### config.mk
export PLATFORM = sky130hd
export DESIGN_NAME = lcd_text_streamer
export DESIGN_NICKNAME = d
export VERILOG_FILES = /design/src/rtl/lcd_pkg.sv /design/src/rtl/lcd_tick_gen.sv /design/src/rtl/lcd_text_streamer.sv
export SDC_FILE = /design/constraint.sdc
export NUM_CORES = 1
export LEC_CHECK = 0
export ABC_AREA = 1
export CAP_MARGIN = 20
export CELL_PAD_IN_SITES_DETAIL_PLACEMENT = 2
export CELL_PAD_IN_SITES_GLOBAL_PLACEMENT = 2
export CORE_MARGIN = 2
export CORE_UTILIZATION = 40
export CTS_CLUSTER_SIZE = 10
export DETAILED_ROUTE_END_ITERATION = 10
export PLACE_DENSITY = 0.95
export RECOVER_POWER = 50
export SYNTH_ARGS = -nofsm -noshare
export SYNTH_HDL_FRONTEND = slang
export SYNTH_SLANG_ARGS = --single-unit
### constraint.sdc
create_clock -name CLOCK_50 -period 5.29 [get_ports CLOCK_50]
set_clock_uncertainty 0.1 [all_clocks]
set_input_delay 0.529 -clock CLOCK_50 [delete_from_list [all_inputs] [get_ports CLOCK_50]]
set_output_delay 0.529 -clock CLOCK_50 [all_outputs]
set_load 0.01 [all_outputs]
### src/rtl/lcd_pkg.sv
// ============================================================================
// lcd_pkg : shared types and constants for the LCD text streamer
// Rev 1.0
// ============================================================================
`default_nettype none

package lcd_pkg;

  localparam int LCD_COLS = 16;

  localparam logic [7:0] LCD_CMD_ROW0   = 8'h80;
  localparam logic [7:0] LCD_CMD_ROW1   = 8'hC0;
  localparam logic [7:0] LCD_CHAR_SPACE = 8'h20;

  typedef struct packed {
    logic       rs;
    logic [7:0] data;
  } lcd_word_t;

  typedef enum logic [2:0] {
    ST_IDLE  = 3'd0,
    ST_ADDR0 = 3'd1,
    ST_ROW0  = 3'd2,
    ST_ADDR1 = 3'd3,
    ST_ROW1  = 3'd4,
    ST_DONE  = 3'd5
  } lcd_state_t;

  function automatic lcd_word_t lcd_cmd(input logic [7:0] b);
    lcd_word_t w;
    w.rs   = 1'b0;
    w.data = b;
    return w;
  endfunction

  function automatic lcd_word_t lcd_char(input logic [7:0] b);
    lcd_word_t w;
    w.rs   = 1'b1;
    w.data = b;
    return w;
  endfunction

endpackage

`default_nettype wire

### src/rtl/lcd_tick_gen.sv
// ============================================================================
// lcd_tick_gen : divider emitting a one-cycle tick every PERIOD enabled cycles
// Rev 1.0
// ============================================================================
`default_nettype none

module lcd_tick_gen #(
  parameter int PERIOD = 2
) (
  input  logic clk,
  input  logic rst_n,
  input  logic en,
  output logic tick
);

  localparam int            CW   = (PERIOD > 1) ? $clog2(PERIOD) : 1;
  localparam logic [CW-1:0] LAST = CW'(PERIOD - 1);

  logic [CW-1:0] cnt_q;
  logic [CW-1:0] cnt_d;

  // Dropping en clears the count so the next enabled period starts fresh.
  always_comb begin
    cnt_d = '0;
    if (en) begin
      cnt_d = (cnt_q == LAST) ? '0 : cnt_q + 1'b1;
    end
  end

  assign tick = en && (cnt_q == LAST);

  always_ff @(posedge clk or negedge rst_n) begin
    if (!rst_n) begin
      cnt_q <= '0;
    end else begin
      cnt_q <= cnt_d;
    end
  end

endmodule

`default_nettype wire

### src/rtl/lcd_text_streamer.sv
// ============================================================================
// lcd_text_streamer : 2x16 frame buffer streamed as {RS,byte} words to the
//                     HD44780 write engine, with optional row-0 marquee
// Rev 1.0
// ============================================================================
`default_nettype none

module lcd_text_streamer
  import lcd_pkg::*;
#(
  parameter int REFRESH_CYCLES = 5_000_000,
  parameter int SCROLL_CYCLES  = 12_500_000
) (
  input  logic       CLOCK_50,
  input  logic       RST_N,
  input  logic       wr_en,
  input  logic [4:0] wr_addr,
  input  logic [7:0] wr_char,
  input  logic       refresh_req,
  input  logic       scroll_en,
  output logic       out_valid,
  output logic [8:0] out_data,
  input  logic       out_ready,
  output logic       busy,
  output logic       frame_done
);

  localparam logic [4:0] LAST_POS = 5'(LCD_COLS - 1);

  logic refresh_tick;
  logic scroll_tick;

  lcd_tick_gen #(.PERIOD(REFRESH_CYCLES)) u_refresh_tick (
    .clk   (CLOCK_50),
    .rst_n (RST_N),
    .en    (1'b1),
    .tick  (refresh_tick)
  );

  lcd_tick_gen #(.PERIOD(SCROLL_CYCLES)) u_scroll_tick (
    .clk   (CLOCK_50),
    .rst_n (RST_N),
    .en    (scroll_en),
    .tick  (scroll_tick)
  );

  lcd_state_t state_q, state_d;
  logic [4:0] pos_q, pos_d;
  logic [3:0] off_q, off_d;
  logic [3:0] snap_q, snap_d;
  logic       pending_q, pending_d;
  logic       out_valid_q, out_valid_d;
  lcd_word_t  out_data_q, out_data_d;
  logic       busy_q, busy_d;
  logic       frame_done_q, frame_done_d;
  logic [7:0] buf_q [32];
  logic [7:0] buf_d [32];

  logic       trigger;
  logic       accept;
  logic [3:0] row0_next_idx;
  logic [3:0] row1_next_idx;

  assign trigger       = refresh_req | refresh_tick;
  assign accept        = out_valid_q & out_ready;
  assign row0_next_idx = pos_q[3:0] + snap_q + 4'd1;
  assign row1_next_idx = pos_q[3:0] + 4'd1;

  always_comb begin
    state_d      = state_q;
    pos_d        = pos_q;
    off_d        = off_q;
    snap_d       = snap_q;
    pending_d    = pending_q;
    out_valid_d  = out_valid_q;
    out_data_d   = out_data_q;
    busy_d       = busy_q;
    frame_done_d = 1'b0;
    buf_d        = buf_q;

    if (wr_en) begin
      buf_d[wr_addr] = wr_char;
    end

    if (!scroll_en) begin
      off_d = 4'd0;
    end else if (scroll_tick) begin
      off_d = off_q + 4'd1;
    end

    // Any number of triggers during a frame collapse into one queued frame.
    if (trigger && (state_q != ST_IDLE)) begin
      pending_d = 1'b1;
    end

    // Words are loaded from buf_q, so a same-edge write is seen by the next load only.
    unique case (state_q)
      ST_IDLE: begin
        if (trigger || pending_q) begin
          state_d     = ST_ADDR0;
          out_valid_d = 1'b1;
          out_data_d  = lcd_cmd(LCD_CMD_ROW0);
          busy_d      = 1'b1;
          pending_d   = 1'b0;
          snap_d      = off_q;
        end
      end
      ST_ADDR0: begin
        if (accept) begin
          state_d    = ST_ROW0;
          pos_d      = 5'd0;
          out_data_d = lcd_char(buf_q[{1'b0, snap_q}]);
        end
      end
      ST_ROW0: begin
        if (accept) begin
          if (pos_q == LAST_POS) begin
            state_d    = ST_ADDR1;
            out_data_d = lcd_cmd(LCD_CMD_ROW1);
          end else begin
            pos_d      = pos_q + 5'd1;
            out_data_d = lcd_char(buf_q[{1'b0, row0_next_idx}]);
          end
        end
      end
      ST_ADDR1: begin
        if (accept) begin
          state_d    = ST_ROW1;
          pos_d      = 5'd0;
          out_data_d = lcd_char(buf_q[5'd16]);
        end
      end
      ST_ROW1: begin
        if (accept) begin
          if (pos_q == LAST_POS) begin
            state_d      = ST_DONE;
            out_valid_d  = 1'b0;
            frame_done_d = 1'b1;
          end else begin
            pos_d      = pos_q + 5'd1;
            out_data_d = lcd_char(buf_q[{1'b1, row1_next_idx}]);
          end
        end
      end
      ST_DONE: begin
        state_d = ST_IDLE;
        busy_d  = 1'b0;
      end
      default: begin
        state_d     = ST_IDLE;
        out_valid_d = 1'b0;
        busy_d      = 1'b0;
      end
    endcase
  end

  always_ff @(posedge CLOCK_50 or negedge RST_N) begin
    if (!RST_N) begin
      state_q      <= ST_IDLE;
      pos_q        <= 5'd0;
      off_q        <= 4'd0;
      snap_q       <= 4'd0;
      pending_q    <= 1'b0;
      out_valid_q  <= 1'b0;
      out_data_q   <= '0;
      busy_q       <= 1'b0;
      frame_done_q <= 1'b0;
      for (int i = 0; i < 32; i++) begin
        buf_q[i] <= LCD_CHAR_SPACE;
      end
    end else begin
      state_q      <= state_d;
      pos_q        <= pos_d;
      off_q        <= off_d;
      snap_q       <= snap_d;
      pending_q    <= pending_d;
      out_valid_q  <= out_valid_d;
      out_data_q   <= out_data_d;
      busy_q       <= busy_d;
      frame_done_q <= frame_done_d;
      buf_q        <= buf_d;
    end
  end

  assign out_valid  = out_valid_q;
  assign out_data   = out_data_q;
  assign busy       = busy_q;
  assign frame_done = frame_done_q;

endmodule

`default_nettype wire

[Word level (Yosys, flattened, before mapping)]
Cells that the tools add are included.
Word-level totals
  word-level logic and storage cells: 150
  register bits after elaboration: 332
Cells by class
  bitwise logic cells: 8
  multiplexer cells: 48
  eq/ne operators: 20
  order comparisons: 5
  reduce and logical (&&, ||, !) cells: 18
  add/sub/neg operators: 7
Operator list (count)
  bitwise mux 256 bit: 1
  binary-select mux 8 bit (select 5 bit): 3
  2-to-1 mux 9 bit: 7
  2-to-1 mux 8 bit: 7
  2-to-1 mux 24 bit: 2
  one-hot mux 9 bit (5 select lines): 1
  demux 8 bit (select 5 bit): 1
  adder 24 x 1 -> 24 bit, second input constant: 1
  == test 24 bit, second input constant: 1
  greater-or-equal comparator 6 bit, second input constant: 4
  adder 23 x 1 -> 23 bit, second input constant: 1
  == test 23 bit, second input constant: 1
  2-to-1 mux 23 bit: 1
  2-to-1 mux 3 bit: 7
  inequality test 2 bit, second input constant: 9
  2-to-1 mux 5 bit: 3
  one-hot mux 3 bit (5 select lines): 1
  AND reduction 7 bit: 2
  adder 4 x 1 -> 4 bit, second input constant: 3
  NOT 4 -> 6 bit: 2
  NOT 5 -> 6 bit: 2
  one-hot mux 5 bit (2 select lines): 1
  2-to-1 mux 1 bit: 9
  2-to-1 mux 4 bit: 2
  23 further kinds: 34

[Longest topological paths before layout]
Gate-level depths: netlist (run 1).
  depth after elaboration: 9
  mapped depth: 18

[Hierarchy]
From an unflattened synthesis (run 1), not the netlist that was laid out.
Unflattened totals
  cell total of the unflattened synthesis: 2380
  area total of the unflattened synthesis: 17476.8 um2
Modules (own cells, without submodules)
  lcd_text_streamer: area each 14687.8 um2, instances 1, cells each 2021
  lcd_tick_gen at u_refresh_tick: area each 1400.1 um2, instances 1, cells each 184
  lcd_tick_gen at u_scroll_tick: area each 1388.8 um2, instances 1, cells each 175

[Least setup slack after synthesis (run 1)]
OpenSTA, ideal clock, no wires.
  kind: register -> register
  from: register pos_q[0]
  to: register out_data_q (netlist bit out_data[0])
  required time: 5070 ps
  slack: 2466 ps
  data arrival time: 2604 ps
  cell stages (with the launch flop): 18
  period minus slack after synthesis: 2824 ps
  path buffers: 4
  library setup time: 120 ps
  cell sequence: dfrtp_1 inv_1 buf_2 clkbuf_1 ha_1 fa_1 clkbuf_1 inv_1 clkbuf_1 nand3_1 nand2_1 nand2_1 nand2_1 nand2_1 nand3_1 nand2_1 o21ai_1 nand2_1
On the way
  word-level cells in the longest chain between the ends: 9
  elaborated cells between the ends (all ways): 19
  those cells by class: 3 x add/sub; 2 x eq/ne; 11 x mux; 2 x bitwise; 1 x reduce/logical
RTL lines
  start, declared: RTL line lcd_text_streamer.sv:48  | logic [4:0] pos_q, pos_d;
  start signal, assigned: RTL line lcd_text_streamer.sv:173  | pos_q <= pos_d;
  adder 4 bit: RTL line lcd_text_streamer.sv:66  | assign row0_next_idx = pos_q[3:0] + snap_q + 4'd1;
  adder 4 x 1 -> 4 bit: RTL line lcd_text_streamer.sv:66
  NOT 4 -> 6 bit (implied by the code): RTL line lcd_text_streamer.sv:122  | out_data_d = lcd_char(buf_q[{1'b0, row0_next_idx}]);
  binary-select mux 8 bit (select 5 bit): RTL line lcd_text_streamer.sv:122
  2-to-1 mux 8 bit (implied by the code) (2 in a row): RTL line lcd_text_streamer.sv:122
  2-to-1 mux 9 bit: RTL line lcd_text_streamer.sv:117  | if (pos_q == LAST_POS) begin
  2-to-1 mux 9 bit: RTL line lcd_text_streamer.sv:116  | if (accept) begin
  one-hot mux 9 bit (5 select lines): RTL line lcd_text_streamer.sv:97  | unique case (state_q)
  end signal, assigned: RTL line lcd_text_streamer.sv:178  | out_data_q <= out_data_d;
  end, declared: RTL line lcd_text_streamer.sv:53  | lcd_word_t out_data_q, out_data_d;
Several ways; a longest one is shown, not always the timed one. The select of a mux whose other input is x is not followed.
A chain may end at the register's enable or synchronous reset.

[Worst setup path after layout (run 1)]
  from: register pos_q[0]
  to: register out_data_q (netlist bit out_data[1])
Same word-level chain as after synthesis.

==> impl_metrics.yaml, run 1 <==
status:
  run_status: "finished, violations left"
  violations: "max-capacitance violations, max-slew violations"
power_and_ir_drop:
  power_w: 0.0101
  leakage_nw: 8.98
  power_density_nw_per_um2: 523
  peakVddDrop_mv: 0.279
sta:
  relSlewSlack: -0.668
  final.setup.worst_slack_ps: 1320
  fin_crit_sh: 0.751
  rsz0062_at_grt: "no"
  timing.fmax_ghz: 0.252
  hold_viol_final: 0
  setup_violations: 0
  drv_slew: 84
  whs_ps: 380
  setup_tns_ps: 0
  period_minus_slack_ps: 3970
  tightest_slew_ps: 2500
placement:
  dp_slack_ps: 1650
  port_buffers: 30
  place_congestion: 0.917
  hpwl_mm: 48.3
global_route:
  grt_pass1_vias: 20396
  grt-ovfl-total: 0
  grtUsageTotal: 0.364
  antenna_found_initial: 2
  grt_pass1_wl_mm: 124
  grt_max_degree: 114
finish:
  drive_above_1_share: 0.0702
  mostFrequentLayoutCells: "nand2_1, o21ai_0, dfrtp_1, nor2_1, nand3_1"
  area_growth_pct: 11.6
  multi_input_area_sq_um: 7900
  regArea_sq_um: 8350
  layout_commonest_cell: "nand2_1"
  layout.nets: 2361
  fin_util: 0.452
  fill_cells: 4872
floorplanning:
  die_h_um: 213
  initial_core_util: 0.405
  core_sq_um: 43000
  die_w_um: 213
  fp.dieArea_sq_um: 45200
  ios: 31
  rows: 76
synth:
  synth-edff-count: 0
  synth_top_flop_cell: "dfrtp_1"
  synth-seq-cells: 332
  async_reset_ff_frac: 1.00
  ys_warn_count: 0
  ys_types: 43
  synth-simple-area-share: 0.312
  synthAdderAreaFrac: 0.00691
  synth_fp_nets: 2386
  yosys-mux-area-fraction: 0
  synth_compound_area_frac: 0.126
  synth_top_family_by_area: "simple AND/OR/NAND/NOR gates"
  yosysSeqAreaShare: 0.480
  syn_area_sq_um: 17400
  synth_cells: 2358
  synth.avg_cell_area_sq_um: 7.38
  synthXorXnorAreaFrac: 0.0114
worst_setup_path:
  critPathRequiredTime_ps: 5650
  crit_path_start: "pos_q[0]$_DFFE_PN0P_"
  start_kind: "register"
  cp_max_fo: 74
  r2r_start: "pos_q[0]$_DFFE_PN0P_"
  path_delay_family: "buffers and inverters"
  critical_path.cell_chain: "buf_4 > ha_1 > buf_4 > inv_1 > nor2_1 > o21ai_0 > nand3_1 > nand3_1 > nand2_1 > nand2_1 > nand2_1 > o21ai_1 > nand2_1"
  crit_slowest_cell: "inv_1"
  worst_ep_arrival_time_ps: 4330
  worst_path_largest_cell_delay_ps: 750
  crit_type: "reg2reg"
  crit_buf_inv: 3
  end_kind: "register"
  path_common_cell: "nand2_1"
clock_network:
  clock_tree.root_cell: "clkbuf_16"
  cts_setup_buffers: 0
  clock_sinks: 332
  cts_tree: "built"
  clock_path_buffers: 3
  cts.htree.levels: 2
  clk_latency_ps: 620
  cts_resized: 0
  numCtsBuffers: 42
  clkTransAtPathRegs_ps: 60
drt:
  first_pass_iters: 5
  wl_per_cell_um: 27.5
  avgViaCountPerCell: 6.06
  drt_iter0_markers: 1500
  vias: 17891
  postRouteAntennaNets: 0
  drc: 0
  wl_mm: 81.1
min_path:
  hold_start: "buf_q[29]$_DFFE_PN1P_"
  hp-class: "reg2reg"
job:
  maxCapViolCount: 1
==> area by class of cell <==
class	count	share of cell area
Antenna cell	1	0.000129
Clock buffer	70	0.0642
Clock inverter	5	0.00355
Inverter	149	0.0289
Multi-Input combinational cell	1748	0.407
Sequential cell	332	0.430
Tap cell	585	0.0377
Timing Repair Buffer	60	0.0282
==> timing repair <==
action | CTS | global route
hold buffers | 1 | 0
setup endpoints to repair | 0 | 0
endpoints found under the hold margin | 69 | 0
==> power by group <==
part,total [W],internal [W],switching [W]
clock,0.00289,0.00165,0.00124
combinational,0.00383,0.00102,0.00281
sequential,0.00342,0.00301,0.000410
total,0.0101,0.00568,0.00446
==> cell usage after synthesis, types with 10 or more instances <==
cell,instances,area share
dfrtp_1,300,0.43
xor2_1,12,0.0060
o21ai_0,348,0.10
nand3_1,203,0.058
nor2_1,261,0.056
nor3_1,22,0.0063
nand4_1,16,0.0058
nand2_1,740,0.16
nand2_2,10,0.0036
o21ai_1,38,0.011
inv_2,13,0.0028
clkbuf_1,80,0.017
dfstp_2,32,0.048
buf_2,46,0.013
inv_1,133,0.029
a21oi_1,21,0.0060
==> sequential cells by signal (all words and copies together) (netlist names) <==
signal	count
out_valid	1
pending_q	1
out_data	9
busy	1
snap_q	4
state_q	3
off_q	4
frame_done	1
u_refresh_tick.cnt_q	23
u_scroll_tick.cnt_q	24
pos_q	5
buf_q	256
==> worst reg2reg max path: stages (launching register included) <==
cell	delay (ps)
dfrtp_2	370
buf_4	680
ha_1	400
buf_4	310
inv_1	760
nor2_1	150
o21ai_0	150
nand3_1	130
nand3_1	200
nand2_1	100
nand2_1	130
nand2_1	80
o21ai_1	170
nand2_1	110
==> through the flow <==
| step | instance area (sq um) | std cells |
|---|---|---|
| 2_1_floorplan | 17400 | 2358 |
| 3_3_place_gp | 18100 | 2869 |
| 3_5_place_dp | 18100 | 2871 |
| 4_1_cts | 19400 | 2947 |
| 5_1_grt | 19400 | 2949 |
| 6_report | 19400 | 2950 |
==> per-layer routing <==
| layer | global-route usage | wire length, um | up-vias |
|---|---|---|---|
| li1 | - | - | 7573 |
| met1 | 0.421 | 31600 | 9300 |
| met2 | 0.624 | 40100 | 713 |
| met3 | 0.0690 | 4340 | 303 |
| met4 | 0.222 | 5100 | 2 |
| met5 | 0 | 9 | - |
==> path summary, 6_finish.rpt <==
| path | depth (start not counted) | to | slack [ps] |
|---|---|---|---|
| worst max-delay path | 13 | out_data[1]$_DFFE_PN0P_ | 1320 |
| worst min-delay path | 2 | buf_q[29]$_DFFE_PN1P_ | 380 |
| worst max register to register | 13 | out_data[1]$_DFFE_PN0P_ | 1320 |
| worst min register to register | 2 | buf_q[29]$_DFFE_PN1P_ | 380 |
| max in group asynchronous | 3 | buf_q[70]$_DFFE_PN0P_ | 1530 |
| min in group asynchronous | 2 | buf_q[162]$_DFFE_PN0P_ | 1100 |
==> cell families after synthesis <==
logic type               after synthesis
flip-flops                           332
AND/OR/NAND/NOR                     1291
AO/OA/AOI/OAI                        428
adder cells (fa/ha/maj)                9
buffers and inverters                278
XOR/XNOR                              20
(Power assumes the default switching activity.)
==> inputs of run 2 (changes only) <==
- CORE_UTILIZATION: 40 -> 37
- PLACE_DENSITY: 0.95 -> 0.92
- clock period: 5.29 -> 3.69 ns (I/O delays scaled with it)
==> run 2 against run 1 <==
  * Global-route usage shrank 4.3 points
  * Largest power group unchanged
  * Critical path depth unchanged
  * Sequential share of layout area is 0.74 points lower
  * Maximum frequency rose by 23%
  * The run still ends with max-capacitance violations, max-slew violations left
  * Sequential cell count unchanged
  * Wire length shrank 3.7%
  * Total power grew 44%
==> impl_metrics.yaml, run 2 (synthesis results as in run 1) <==
placement:
  place_congestion: 0.886
  dp_cells: 2921
  hpwl_mm: 48.3
  port_buffers: 30
floorplanning:
  rows: 79
  initial_core_util: 0.374
  die_h_um: 221
  ios: 31
  die_w_um: 221
  fp.dieArea_sq_um: 48800
  core_sq_um: 46500
clock_network:
  clock_tree.root_cell: "clkbuf_16"
  clk_latency_ps: 610
  cts_tree: "built"
  cts.htree.levels: 2
  cts_setup_buffers: 0
  numCtsBuffers: 43
  clock_path_buffers: 3
  clkTransAtPathRegs_ps: 60
  clock_sinks: 332
finish:
  layout_commonest_cell: "nand2_1"
  drive_above_1_share: 0.0852
  largest-register: "buf_q"
  layoutNonFillerInstCount: 3000
  largest_reg_flops: 256
  area_growth_pct: 13.6
  mostFrequentLayoutCells: "nand2_1, o21ai_0, dfrtp_1, nor2_1, nand3_1"
  fin_util: 0.425
  antenna_cells: 0
  layout.nets: 2388
  largestRegisters: "buf_q: 256 flops, u_scroll_tick.cnt_q: 24 flops, u_refresh_tick.cnt_q: 23 flops"
worst_setup_path:
  r2r_end: "out_data[7]$_DFFE_PN0P_"
  r2r_start: "pos_q[0]$_DFFE_PN0P_"
  regToRegSetupSlack_ps: 470
  start_kind: "register"
  end_kind: "register"
  crit_type: "reg2reg"
  cp_max_fo: 74
  worst_ep_arrival_time_ps: 3600
  critPathRequiredTime_ps: 4070
  reg2reg_depth: 13
sta:
  drv_slew: 80
  period_minus_slack_ps: 3220
  fin_crit_sh: 0.873
  hold_viol_final: 0
  tightest_slew_ps: 2390
  setup_violations: 0
  rsz0062_at_grt: "no"
  timing.fmax_ghz: 0.310
  setup_tns_ps: 0
  relSlewSlack: -0.595
global_route:
  grt_max_degree: 83
  grtUsageTotal: 0.321
  grt-ovfl-total: 0
  grt_pass1_wl_mm: 123
  grt_pass1_vias: 20128
  antenna_found_initial: 1
power_and_ir_drop:
  clock_power_share: 0.289
  p_sw_w: 0.00637
  power_density_nw_per_um2: 742
  power_frac_seq: 0.333
  p_sw_frac: 0.435
  leakage_nw: 9.13
  power_frac_comb: 0.378
  p_int_w: 0.00828
  peakVddDrop_mv: 0.557
  power_w: 0.0147
drt:
  postRouteAntennaNets: 0
  first_pass_iters: 5
  drt_iter0_markers: 1396
  drc: 0
  wl_per_cell_um: 26.1
  avgViaCountPerCell: 5.84
  vias: 17518
  wl_mm: 78.2
min_path:
  hp-class: "in2reg"
  hold_start: "wr_char[6]"
  min_delay_worst_endpoint: "buf_q[134]$_DFFE_PN0P_"
  whs_path_depth: 3
status:
  violations: "max-capacitance violations, max-slew violations"
  run_status: "finished, violations left"
job:
  maxCapViolCount: 1
[run 2: cell count changes in the layout (fill, tap and decap cells not counted), sizes merged]
cell	change
clkdlybuf4s50	+2
diode	-1
dlygate4sd3	-2
inv	-4
buf	+27
clkinv	+7
clkinvlp	+1
clkbuf	-2
[run 2: layer usage]
layer  part of all wire  vias to the layer above  GRT usage
met5                  0                        -          0
met1               0.40                     9079      0.389
li1                   -                     7618          -
met3              0.051                      241     0.0461
met4              0.055                        0      0.171
met2               0.49                      580      0.551
[run 2: critical path: stages, from the launching register on]
cell,delay [ps]
dfrtp_2,370
buf_4,670
ha_1,390
inv_1,270
buf_4,290
nor2_1,90
o21ai_0,140
nand2_1,150
nand2_1,100
nand3_1,140
nand3_1,140
nand3_1,90
nor2_1,120
nor2_1,40
[run 2: worst max path at each step]
stage	start	endpoint	slack [ps]	depth (start not counted)
2_1_floorplan	pos_q[0]$_DFFE_PN0P_	out_data[0]$_DFFE_PN0P_	870	17
6_report	pos_q[0]$_DFFE_PN0P_	out_data[7]$_DFFE_PN0P_	470	13
4_1_cts	pos_q[0]$_DFFE_PN0P_	state_q[2]$_DFFE_PN0P_	550	10
3_5_place_dp	pos_q[0]$_DFFE_PN0P_	out_data[7]$_DFFE_PN0P_	690	13
5_1_grt	pos_q[0]$_DFFE_PN0P_	out_data[7]$_DFFE_PN0P_	290	13
3_3_place_gp	pos_q[0]$_DFFE_PN0P_	out_data[7]$_DFFE_PN0P_	880	13
[run 2: power by group through the flow]
| stage | logic, W | clock network [W] | registers, W |
|---|---|---|---|
| floorplan | 0.00323 | 0 | 0.00467 |
| global placement | 0.00482 | 0 | 0.00483 |
| detailed placement | 0.00516 | 0 | 0.00489 |
| CTS | 0.00543 | 0.00429 | 0.00487 |
| global route | 0.00601 | 0.00442 | 0.00493 |
| finish | 0.00553 | 0.00423 | 0.00488 |
[run 2: what timing repair did]
action                    CTS  global route
gates resized for setup     0             0
hold endpoints to repair   67             0
hold buffers                1             0
[run 2: final cells by class]
class	count	area, sq um
multi-input cells	1748	7930
well taps	607	759
clock inverters	9	113
repair buffers	86	773
fillers	5248	26700
clock buffers	69	1260
flip-flops and latches	332	8350
inverters	149	562
[run 2: through the flow]
step	area, sq um	hold slack [ps]	setup slack [ps]
global route	19800	379	294
CTS	19800	285	554
global placement	18400	333	882
finish	19800	357	469
floorplan	17400	-26.6	866
detailed placement	18400	343	691
